[src/rtl/mp3_frame_sequencer_if.sv]
// Byte-stream input and parsed-frame outputs of the MP3 frame sequencer.
// The slave modport is the sequencer side; the master modport is the byte source and consumer side.
interface mp3_frame_sequencer_if #(
  parameter int MAX_FRAME = 1441
);
  localparam int LEN_W = $clog2(MAX_FRAME + 1);

  logic [7:0]       axiid;
  logic             axiiv;
  logic [7:0]       si_axiid;
  logic             si_axiiv;
  logic [31:0]      si_counter;
  logic [7:0]       md_axiid;
  logic             md_axiiv;
  logic             stereo;
  logic             crc_present;
  logic             padding;
  logic [3:0]       bitrate_idx;
  logic [1:0]       samplerate_idx;
  logic [LEN_W-1:0] frame_len;
  logic             frame_start;
  logic             si_done;
  logic             frame_done;
  logic             sync_lost;

  modport master (
    output axiid, axiiv,
    input  si_axiid, si_axiiv, si_counter, md_axiid, md_axiiv,
    input  stereo, crc_present, padding, bitrate_idx, samplerate_idx, frame_len,
    input  frame_start, si_done, frame_done, sync_lost
  );

  modport slave (
    input  axiid, axiiv,
    output si_axiid, si_axiiv, si_counter, md_axiid, md_axiiv,
    output stereo, crc_present, padding, bitrate_idx, samplerate_idx, frame_len,
    output frame_start, si_done, frame_done, sync_lost
  );
endinterface

[src/rtl/mp3_frame_sequencer.sv]
// MPEG-1 Layer III frame sequencer: finds sync, latches header fields and splits
// each frame into side-info and main-data byte streams, all outputs registered.
//
// state | meaning
// HUNT  | searching for FF + 1111101x (idx 1 = first FF seen)
// HDR   | idx 0/1 follow-on sync check, idx 2/3 header fields
// CRC   | dropping the 2 CRC bytes
// SIDE  | forwarding 17 (mono) or 32 (stereo) side-info bytes
// MAIN  | forwarding main data up to frame_len-1
module mp3_frame_sequencer #(
  parameter int MAX_FRAME = 1441
) (
  input logic                clk,
  input logic                rst,
  mp3_frame_sequencer_if.slave bus
);
  localparam int LEN_W = $clog2(MAX_FRAME + 1);
  localparam logic [10:0] IDX_MAX = 11'h7ff;

  typedef enum logic [2:0] {HUNT, HDR, CRC, SIDE, MAIN} state_t;

  state_t           state_q, state_d;
  logic [10:0]      idx_q, idx_d;
  logic [4:0]       sub_q, sub_d;
  logic             prot_q, prot_d;
  logic [7:0]       si_data_d, md_data_d;
  logic             si_v_d, md_v_d;
  logic [31:0]      si_cnt_d;
  logic             stereo_d, crc_d, pad_d;
  logic [3:0]       br_d;
  logic [1:0]       sr_d;
  logic [LEN_W-1:0] len_d;
  logic             start_d, si_done_d, done_d, lost_d;
  logic             byte_ff, is_sync1, bad_hdr;

  // floor(144000 * kbps / fs) for the three MPEG-1 sample rates
  function automatic logic [10:0] frame_bytes(input logic [3:0] br, input logic [1:0] sr);
    logic [10:0] l44, l48, l32;
    case (br)
      4'd1:    begin l44 = 11'd104;  l48 = 11'd96;  l32 = 11'd144;  end
      4'd2:    begin l44 = 11'd130;  l48 = 11'd120; l32 = 11'd180;  end
      4'd3:    begin l44 = 11'd156;  l48 = 11'd144; l32 = 11'd216;  end
      4'd4:    begin l44 = 11'd182;  l48 = 11'd168; l32 = 11'd252;  end
      4'd5:    begin l44 = 11'd208;  l48 = 11'd192; l32 = 11'd288;  end
      4'd6:    begin l44 = 11'd261;  l48 = 11'd240; l32 = 11'd360;  end
      4'd7:    begin l44 = 11'd313;  l48 = 11'd288; l32 = 11'd432;  end
      4'd8:    begin l44 = 11'd365;  l48 = 11'd336; l32 = 11'd504;  end
      4'd9:    begin l44 = 11'd417;  l48 = 11'd384; l32 = 11'd576;  end
      4'd10:   begin l44 = 11'd522;  l48 = 11'd480; l32 = 11'd720;  end
      4'd11:   begin l44 = 11'd626;  l48 = 11'd576; l32 = 11'd864;  end
      4'd12:   begin l44 = 11'd731;  l48 = 11'd672; l32 = 11'd1008; end
      4'd13:   begin l44 = 11'd835;  l48 = 11'd768; l32 = 11'd1152; end
      4'd14:   begin l44 = 11'd1044; l48 = 11'd960; l32 = 11'd1440; end
      default: begin l44 = 11'd0;    l48 = 11'd0;   l32 = 11'd0;    end
    endcase
    case (sr)
      2'd0:    frame_bytes = l44;
      2'd1:    frame_bytes = l48;
      2'd2:    frame_bytes = l32;
      default: frame_bytes = 11'd0;
    endcase
  endfunction

  assign byte_ff  = (bus.axiid == 8'hFF);
  assign is_sync1 = (bus.axiid[7:1] == 7'b1111101);
  assign bad_hdr  = (bus.axiid[7:4] == 4'd0) || (bus.axiid[7:4] == 4'd15) ||
                    (bus.axiid[3:2] == 2'd3);

  always_comb begin
    state_d   = state_q;
    idx_d     = idx_q;
    sub_d     = sub_q;
    prot_d    = prot_q;
    si_data_d = bus.si_axiid;
    md_data_d = bus.md_axiid;
    si_v_d    = 1'b0;
    md_v_d    = 1'b0;
    si_cnt_d  = (state_q == SIDE) ? bus.si_counter : 32'd0;
    stereo_d  = bus.stereo;
    crc_d     = bus.crc_present;
    pad_d     = bus.padding;
    br_d      = bus.bitrate_idx;
    sr_d      = bus.samplerate_idx;
    len_d     = bus.frame_len;
    start_d   = 1'b0;
    si_done_d = 1'b0;
    done_d    = 1'b0;
    lost_d    = 1'b0;
    if (bus.axiiv) begin
      case (state_q)
        HUNT: begin
          if (idx_q == 11'd1 && is_sync1) begin
            start_d = 1'b1;
            prot_d  = bus.axiid[0];
            state_d = HDR;
            idx_d   = 11'd2;
          end else begin
            idx_d = byte_ff ? 11'd1 : 11'd0;
          end
        end
        HDR: begin
          case (idx_q)
            11'd0: begin
              if (byte_ff) idx_d = 11'd1;
              else begin
                lost_d  = 1'b1;
                state_d = HUNT;
              end
            end
            11'd1: begin
              if (is_sync1) begin
                start_d = 1'b1;
                prot_d  = bus.axiid[0];
                idx_d   = 11'd2;
              end else begin
                lost_d  = 1'b1;
                state_d = HUNT;
                idx_d   = byte_ff ? 11'd1 : 11'd0;
              end
            end
            11'd2: begin
              br_d  = bus.axiid[7:4];
              sr_d  = bus.axiid[3:2];
              pad_d = bus.axiid[1];
              len_d = LEN_W'(frame_bytes(bus.axiid[7:4], bus.axiid[3:2]) + 11'(bus.axiid[1]));
              // a reserved header is just noise that looked like sync, not a lost stream
              if (bad_hdr) begin
                state_d = HUNT;
                idx_d   = 11'd0;
              end else begin
                idx_d = 11'd3;
              end
            end
            default: begin
              stereo_d = (bus.axiid[7:6] != 2'b11);
              crc_d    = ~prot_q;
              idx_d    = 11'd4;
              sub_d    = 5'd0;
              state_d  = prot_q ? SIDE : CRC;
            end
          endcase
        end
        CRC: begin
          idx_d = idx_q + 11'd1;
          if (sub_q == 5'd1) begin
            sub_d   = 5'd0;
            state_d = SIDE;
          end else begin
            sub_d = sub_q + 5'd1;
          end
        end
        SIDE: begin
          si_v_d    = 1'b1;
          si_data_d = bus.axiid;
          si_cnt_d  = 32'(sub_q) + 32'd4;
          idx_d     = idx_q + 11'd1;
          if (sub_q == (bus.stereo ? 5'd31 : 5'd16)) begin
            si_done_d = 1'b1;
            sub_d     = 5'd0;
            state_d   = MAIN;
          end else begin
            sub_d = sub_q + 5'd1;
          end
        end
        MAIN: begin
          md_v_d    = 1'b1;
          md_data_d = bus.axiid;
          if (idx_q == 11'(bus.frame_len - 1'b1)) begin
            done_d  = 1'b1;
            state_d = HDR;
            idx_d   = 11'd0;
          end else if (idx_q == IDX_MAX) begin
            lost_d  = 1'b1;
            state_d = HUNT;
            idx_d   = 11'd0;
          end else begin
            idx_d = idx_q + 11'd1;
          end
        end
        default: begin
          state_d = HUNT;
          idx_d   = 11'd0;
        end
      endcase
    end
  end

  always_ff @(posedge clk) begin
    if (rst) begin
      state_q            <= HUNT;
      idx_q              <= 11'd0;
      sub_q              <= 5'd0;
      prot_q             <= 1'b0;
      bus.si_axiid       <= 8'd0;
      bus.si_axiiv       <= 1'b0;
      bus.si_counter     <= 32'd0;
      bus.md_axiid       <= 8'd0;
      bus.md_axiiv       <= 1'b0;
      bus.stereo         <= 1'b0;
      bus.crc_present    <= 1'b0;
      bus.padding        <= 1'b0;
      bus.bitrate_idx    <= 4'd0;
      bus.samplerate_idx <= 2'd0;
      bus.frame_len      <= '0;
      bus.frame_start    <= 1'b0;
      bus.si_done        <= 1'b0;
      bus.frame_done     <= 1'b0;
      bus.sync_lost      <= 1'b0;
    end else begin
      state_q            <= state_d;
      idx_q              <= idx_d;
      sub_q              <= sub_d;
      prot_q             <= prot_d;
      bus.si_axiid       <= si_data_d;
      bus.si_axiiv       <= si_v_d;
      bus.si_counter     <= si_cnt_d;
      bus.md_axiid       <= md_data_d;
      bus.md_axiiv       <= md_v_d;
      bus.stereo         <= stereo_d;
      bus.crc_present    <= crc_d;
      bus.padding        <= pad_d;
      bus.bitrate_idx    <= br_d;
      bus.samplerate_idx <= sr_d;
      bus.frame_len      <= len_d;
      bus.frame_start    <= start_d;
      bus.si_done        <= si_done_d;
      bus.frame_done     <= done_d;
      bus.sync_lost      <= lost_d;
    end
  end
endmodule

[src/flat_wrapper.sv]
// flat-port wrapper written by rule: the top's interface ports become plain ports
module mp3_frame_sequencer_flat 
#(
  parameter int MAX_FRAME = 1441
)
  (clk, rst, bus_axiid, bus_axiiv, bus_si_axiid, bus_si_axiiv, bus_si_counter, bus_md_axiid, bus_md_axiiv, bus_stereo, bus_crc_present, bus_padding, bus_bitrate_idx, bus_samplerate_idx, bus_frame_len, bus_frame_start, bus_si_done, bus_frame_done, bus_sync_lost);
  mp3_frame_sequencer_if #(.MAX_FRAME(MAX_FRAME)) bus_i ();
  input logic clk;
  input logic rst;
  input wire logic [$bits(bus_i.axiid)-1:0] bus_axiid;
  input wire logic [$bits(bus_i.axiiv)-1:0] bus_axiiv;
  output wire logic [$bits(bus_i.si_axiid)-1:0] bus_si_axiid;
  output wire logic [$bits(bus_i.si_axiiv)-1:0] bus_si_axiiv;
  output wire logic [$bits(bus_i.si_counter)-1:0] bus_si_counter;
  output wire logic [$bits(bus_i.md_axiid)-1:0] bus_md_axiid;
  output wire logic [$bits(bus_i.md_axiiv)-1:0] bus_md_axiiv;
  output wire logic [$bits(bus_i.stereo)-1:0] bus_stereo;
  output wire logic [$bits(bus_i.crc_present)-1:0] bus_crc_present;
  output wire logic [$bits(bus_i.padding)-1:0] bus_padding;
  output wire logic [$bits(bus_i.bitrate_idx)-1:0] bus_bitrate_idx;
  output wire logic [$bits(bus_i.samplerate_idx)-1:0] bus_samplerate_idx;
  output wire logic [$bits(bus_i.frame_len)-1:0] bus_frame_len;
  output wire logic [$bits(bus_i.frame_start)-1:0] bus_frame_start;
  output wire logic [$bits(bus_i.si_done)-1:0] bus_si_done;
  output wire logic [$bits(bus_i.frame_done)-1:0] bus_frame_done;
  output wire logic [$bits(bus_i.sync_lost)-1:0] bus_sync_lost;
  assign bus_i.axiid = bus_axiid;
  assign bus_i.axiiv = bus_axiiv;
  assign bus_si_axiid = bus_i.si_axiid;
  assign bus_si_axiiv = bus_i.si_axiiv;
  assign bus_si_counter = bus_i.si_counter;
  assign bus_md_axiid = bus_i.md_axiid;
  assign bus_md_axiiv = bus_i.md_axiiv;
  assign bus_stereo = bus_i.stereo;
  assign bus_crc_present = bus_i.crc_present;
  assign bus_padding = bus_i.padding;
  assign bus_bitrate_idx = bus_i.bitrate_idx;
  assign bus_samplerate_idx = bus_i.samplerate_idx;
  assign bus_frame_len = bus_i.frame_len;
  assign bus_frame_start = bus_i.frame_start;
  assign bus_si_done = bus_i.si_done;
  assign bus_frame_done = bus_i.frame_done;
  assign bus_sync_lost = bus_i.sync_lost;
  mp3_frame_sequencer #(.MAX_FRAME(MAX_FRAME)) u_core (.clk(clk), .rst(rst), .bus(bus_i));
endmodule
[config.mk]
export PLATFORM = sky130hd
export DESIGN_NAME = mp3_frame_sequencer_flat
export DESIGN_NICKNAME = d
export VERILOG_FILES = /design/src/rtl/mp3_frame_sequencer_if.sv /design/src/rtl/mp3_frame_sequencer.sv /design/src/flat_wrapper.sv
export SDC_FILE = /design/constraint.sdc
export NUM_CORES = 1
export LEC_CHECK = 0
export ABC_AREA = 1
export BUFFER_PORTS_ARGS = -buffer_cell sky130_fd_sc_hd__buf_2
export CAP_MARGIN = 20
export CORE_MARGIN = 1
export CORE_UTILIZATION = 28
export CTS_CLUSTER_DIAMETER = 200
export DETAILED_ROUTE_END_ITERATION = 16
export SLEW_MARGIN = 10
export SYNTH_ARGS = -nofsm -noshare
export SYNTH_HDL_FRONTEND = slang
export SYNTH_SLANG_ARGS = --single-unit
[constraint.sdc]
create_clock -name clk -period 2.21 [get_ports clk]
set_clock_uncertainty 0.2 [all_clocks]
set_input_delay 0.1105 -clock clk [delete_from_list [all_inputs] [get_ports clk]]
set_output_delay 0.1105 -clock clk [all_outputs]
set_load 0.01 [all_outputs]
Word-level counts from Yosys, hierarchy flattened
Memory sizes are Yosys's and may differ from the RTL's. Cells that the tools add are included. W data, S select, Z words.

Memory bits (read-only): 432. Word-level logic and storage cells: 130. RAM bits: 0. Memories kept: 1. Flip-flop bits (word level): 94. Latch bits: 0. Output and inout port bits: 74.

$lt $le $gt $ge: 0. Multipliers: 0. Reductions and logical operators: 22. Eq/ne operators: 28. $add $sub $neg: 5. Div/mod/pow operators: 0. Bitwise operators: 5. Mux-type cells: 50. Shifts and indexed selects: 0.

Memory list: (name not given) (words 16, bits a word 27, read ports 1, clocked after memory_dff 0, wr ports 0, RTL line mp3_frame_sequencer.sv:39) `case (br)`.

Operators with widths (number): $mux W32 (3); $mux W11 (8); $pmux W11 S3 (2); $pmux W11 S4 (1); $mux W3 (8); $mux W1 (16); $mux W5 (3); $pmux W3 S5 (1); $pmux W5 S3 (1); $add A11 B1 Y11 (1); $add A11 B1 Y11 const B (1); $eq A11 B1 Y1 const B (1); $eq A11 B11 Y1 (1); $eq A11 B11 Y1 const B (1); $eq A11 B2 Y1 const B (1); $logic_not A11 Y1 (1); $sub A11 B1 Y11 const B (1); $pmux W3 S3 (1); $reduce_and A3 Y1 (3); $reduce_or A3 Y1 (3); $eq A8 B8 Y1 const B (1); $ne A2 B1 Y1 const B (4); $pmux W1 S2 (4); $reduce_and A8 Y1 (1); 28 further kinds (42).

Depth between registers and ports, before layout
Depth in word-level cells: 6. Gate-level depth with buffers: 15. Gate-level depth less buffers: 15.

Worst setup path after synthesis
OpenSTA, ideal clock, no wires.

Path kind: reg-to-reg. From: register u_core.bus.frame_len[0]. To: register u_core.idx_q[6]. Slack: 0.183 ns. Cell stages (with the launch flop): 12. Setup time: 0.132 ns. Arrival: 1.695 ns. Path through: dfxtp_1 inv_1 ha_1 xnor2_1 a21oi_1 nand4_1 nor2_1 nand2_1 o21ai_0 nand2_1 nand3_1 a21oi_1.

Word-level cells in the longest chain between the ends: 4.

Ends and longest elaborated chain: start: declaration (RTL line mp3_frame_sequencer_if.sv:36) `output stereo, crc_present, padding, bitrate_idx, samplerate_idx, frame_len,`; start signal: assignment (RTL line mp3_frame_sequencer.sv:224) `bus.frame_len <= len_d;`; $sub A11 B1 Y11 (RTL line mp3_frame_sequencer.sv:168) `if (idx_q == 11'(bus.frame_len - 1'b1)) begin`; $eq A11 B11 Y1 (RTL line mp3_frame_sequencer.sv:168); $mux W11 (RTL line mp3_frame_sequencer.sv:168); $pmux W11 S4 (RTL line mp3_frame_sequencer.sv:90) `case (state_q)`; end signal: assignment (RTL line mp3_frame_sequencer.sv:211) `idx_q <= idx_d;`; end: declaration (RTL line mp3_frame_sequencer.sv:23) `logic [10:0] idx_q, idx_d;`.

Every way passes these cells. A chain may end at the register's enable or synchronous reset.

Final worst setup path
From: register u_core.bus.frame_len[1]. To: register u_core.bus.sync_lost.

Word-level cells in the longest chain between the ends: 4.

Ends and longest elaborated chain: $sub A11 B1 Y11 (RTL line mp3_frame_sequencer.sv:168); $eq A11 B11 Y1 (RTL line mp3_frame_sequencer.sv:168); $mux W1 (RTL line mp3_frame_sequencer.sv:168); $pmux W1 S2 (RTL line mp3_frame_sequencer.sv:90); end signal: assignment (RTL line mp3_frame_sequencer.sv:228) `bus.sync_lost <= lost_d;`; end: declaration (RTL line mp3_frame_sequencer_if.sv:37) `output frame_start, si_done, frame_done, sync_lost`.

Every way passes these cells.

==> results.toml <==
[run_status]
status = "completed"

[critical_path]
crit_arrival_ns = 2.20
crit_top_cell = "nand2_1"
cp-start-kind = "register"
timing.rr.start = "u_core.bus.frame_len[1]"
required_ns = 2.31
r2r_cells = 14
slowest_delay_ns = 0.36
cp_cell_sequence = "inv_2, ha_4, nand2_4, nor2_4, nand2_1, nand3_1, nand2_2, buf_4, nand2_1, inv_1, nand2_1, o21ai_2, or2_1, a21oi_2"
r2r-end = "u_core.bus.sync_lost"
crit_fanout = 4
reg2reg_setup_slack_ns = 0.11
critPathCaptureType = "register"
path_class = "reg -> reg"
crit_slowest_cell = "dfxtp_4"

[die]
core-area_sq_um = 18710
die_area_sq_um = 19690
fp.dieW_microns = 140.3
start_util = 0.2864
rows = 50
die_h_microns = 140.3
pin_count = 85

[timing]
rsz0062_at_grt = "yes"
period_needed_ns = 2.103
fin_crit_sh = 0.9514
max_freq_ghz = 0.4756
setup_violations = 0
tightest_slew_ns = 0.4988
maxSlewViolCount = 0
relSlewSlack = 0.6667
hold_viol_final = 0
setup-tns-final_ns = 0

[detailed_routing]
viasPerCell = 4.855
drc = 0
wirelength_mm = 16.17
dr.first_iter.drc_count = 372
wire_per_inst_microns = 14.05
vias = 5588
dr.pass1.iters = 5
ant_nets = 0

[placement]
io_buffers = 84
placed_cell_area_sq_um = 6265
placed_cells = 1121
dp_hpwl_mm = 12.09
gp_congestion = 0.9569

[finish]
final_cell_mix = "nand2_1, dfxtp_1, buf_2"
ff_latch_area_sq_um = 1902
drive_gt1_frac = 0.2792
nets = 944
fin_area_sq_um = 6920
layout.cells.non_filler = 1151
fillerInstances = 1939
post-route-util = 0.3700
final_common_cell = "nand2_1"
areaGrowthSynthToFinish_pct = 29.20
multi_input_comb_area_sq_um = 3213
num_antenna_cells = 0

[cts]
htreeDepth = 3
cts.sinks = 94
cts_buffers = 9
insertion_delay_ns = 0.37
root_buffer = "clkbuf_16"
cts_buffer_depth = 2
path_clk_slew_ns = 0.08
cts_tree = "built"

[global_route]
overflow = 0
grt_pass1_wl_mm = 26.39
track_usage = 0.1690
grt_pass1_vias = 5233
antenna_found_initial = 0
grt_max_degree = 42

[synth]
syn-num-nets = 820
syn-cell-area_sq_um = 5356
synth_seq_cells = 94
synth_top_cell_area_share = 0.3513
synthTopCellsByArea = "dfxtp_1, nand2_1, a21oi_1, nand3_1, nor2_1"
synthDistinctLibCells = 41
synthCells = 788
synthFlopType = "dfxtp_1"
synth_edf_count = 0
avgSynthCellArea_sq_um = 6.797
synth_top_cell_by_area = "dfxtp_1"
ys_warn_count = 0
ys_seq_area_frac = 0.3513
async_flop_share = 0

[power_and_ir_drop]
netSwitchingFraction = 0.2788
pwr-share-comb = 0.089
p_per_area_nw_per_um2 = 523.1
clock_power_share = 0.445
p_total_mw = 3.620
power_switching_mw = 1.009
seqPwrFrac = 0.466
ir_worst_vdd_uv = 465.4
internal_power_mw = 2.611
leakage_nw = 3.091

[worst_hold_path]
holdPathEnd = "u_core.bus.md_axiid[4]"
min_from = "bus_axiid[4]"
min_path_cells = 4
hold_path.class = "in -> reg"

[job]
maxCapViolations = 0
power by group through the flow:
stage | logic, mW | registers (mW) | clock network, mW
5_1_grt | 0.353 | 1.69 | 1.72
6_report | 0.322 | 1.69 | 1.61
4_1_cts | 0.310 | 1.69 | 1.66
3_5_place_dp | 0.301 | 1.73 | 0
2_1_floorplan | 0.194 | 1.73 | 0
3_3_place_gp | 0.306 | 1.73 | 0
kinds of logic after synthesis:
family,count (synthesis),synth area share
XOR/XNOR,16,0.02616
AO/OA/AOI/OAI,132,0.1367
buffers and inverters,111,0.08619
AND/OR/NAND/NOR,414,0.3506
adder cells (fa/ha/maj),21,0.04905
flip-flops,94,0.3513
cell usage after synthesis (7+ instances only):
master / instances
nand3_1: 67
nand4_1: 15
nor2_4: 7
inv_2: 12
nor3_1: 10
nand2_1: 198
nor2_2: 8
xor2_1: 11
o21ai_0: 39
inv_1: 68
ha_1: 21
clkbuf_1: 12
nor2_1: 84
buf_2: 9
a21oi_1: 69
dfxtp_1: 94
nand2_2: 10
state kept, by name, indices dropped and copies added, names as in the netlist, 2 cells and up:
| register | cells |
|---|---|
| u_core.sub_q | 5 |
| u_core.idx_q | 11 |
| u_core.bus.si_axiid | 8 |
| u_core.bus.frame_len | 11 |
| u_core.bus.si_counter | 32 |
| u_core.state_q | 3 |
| u_core.bus.samplerate_idx | 2 |
| u_core.bus.md_axiid | 8 |
| u_core.bus.bitrate_idx | 4 |
what timing repair did:
| item | in CTS | in global routing |
|---|---|---|
| pin swaps | 1 | 23 |
| buffers inserted | 0 | 8 |
| endpoints found under the setup margin | 9 | 23 |
| hold buffers | 6 | 0 |
| endpoints found under the hold margin | 12 | 0 |
| gates resized for setup | 4 | 70 |
cell type report:
class,count,share of cell area
Timing Repair Buffer,143,0.1296
Sequential cell,94,0.2748
Multi-Input combinational cell,583,0.4643
Inverter,81,0.04393
Clock buffer,9,0.03254
Clock inverter,7,0.01248
Tap cell,234,0.04231
routing by layer:
layer	global-route usage	share of wire	vias to the layer above
met5	0	0	-
met4	0.05321	0.016	0
met3	0.05983	0.085	15
met2	0.2545	0.42	184
met1	0.2241	0.48	2570
li1	-	-	2819
worst max-delay path, delay by kind of cell, from the launching register on:
family                   cells  cell delay, ns
AO/OA/AOI/OAI                2            0.23
flip-flops                   1            0.36
AND/OR/NAND/NOR              8            0.82
buffers and inverters        3            0.25
adder cells (fa/ha/maj)      1            0.18
worst max path at each step:
| stage | from | end | depth (start not counted) |
|---|---|---|---|
| finish | u_core.bus.frame_len[1] | u_core.bus.sync_lost | 14 |
| global route | u_core.idx_q[2] | u_core.idx_q[9] | 9 |
| CTS | bus_axiid[2] | u_core.bus.frame_len[8] | 12 |
| detailed placement | u_core.bus.frame_len[1] | u_core.idx_q[2] | 14 |
| global placement | u_core.bus.frame_len[1] | u_core.idx_q[1] | 14 |
| floorplan | u_core.bus.frame_len[0] | u_core.idx_q[6] | 11 |
stage by stage:
stage                     setup slack [ns]  hold WS, ns
after global routing              -0.04338      0.02849
final                               0.1073     0.004245
after global placement            -0.04227       0.2232
after CTS                         0.002550     0.002608
after floorplan                     0.1828      0.04540
after detailed placement          -0.05364       0.2248
(Power assumes the default switching activity.)
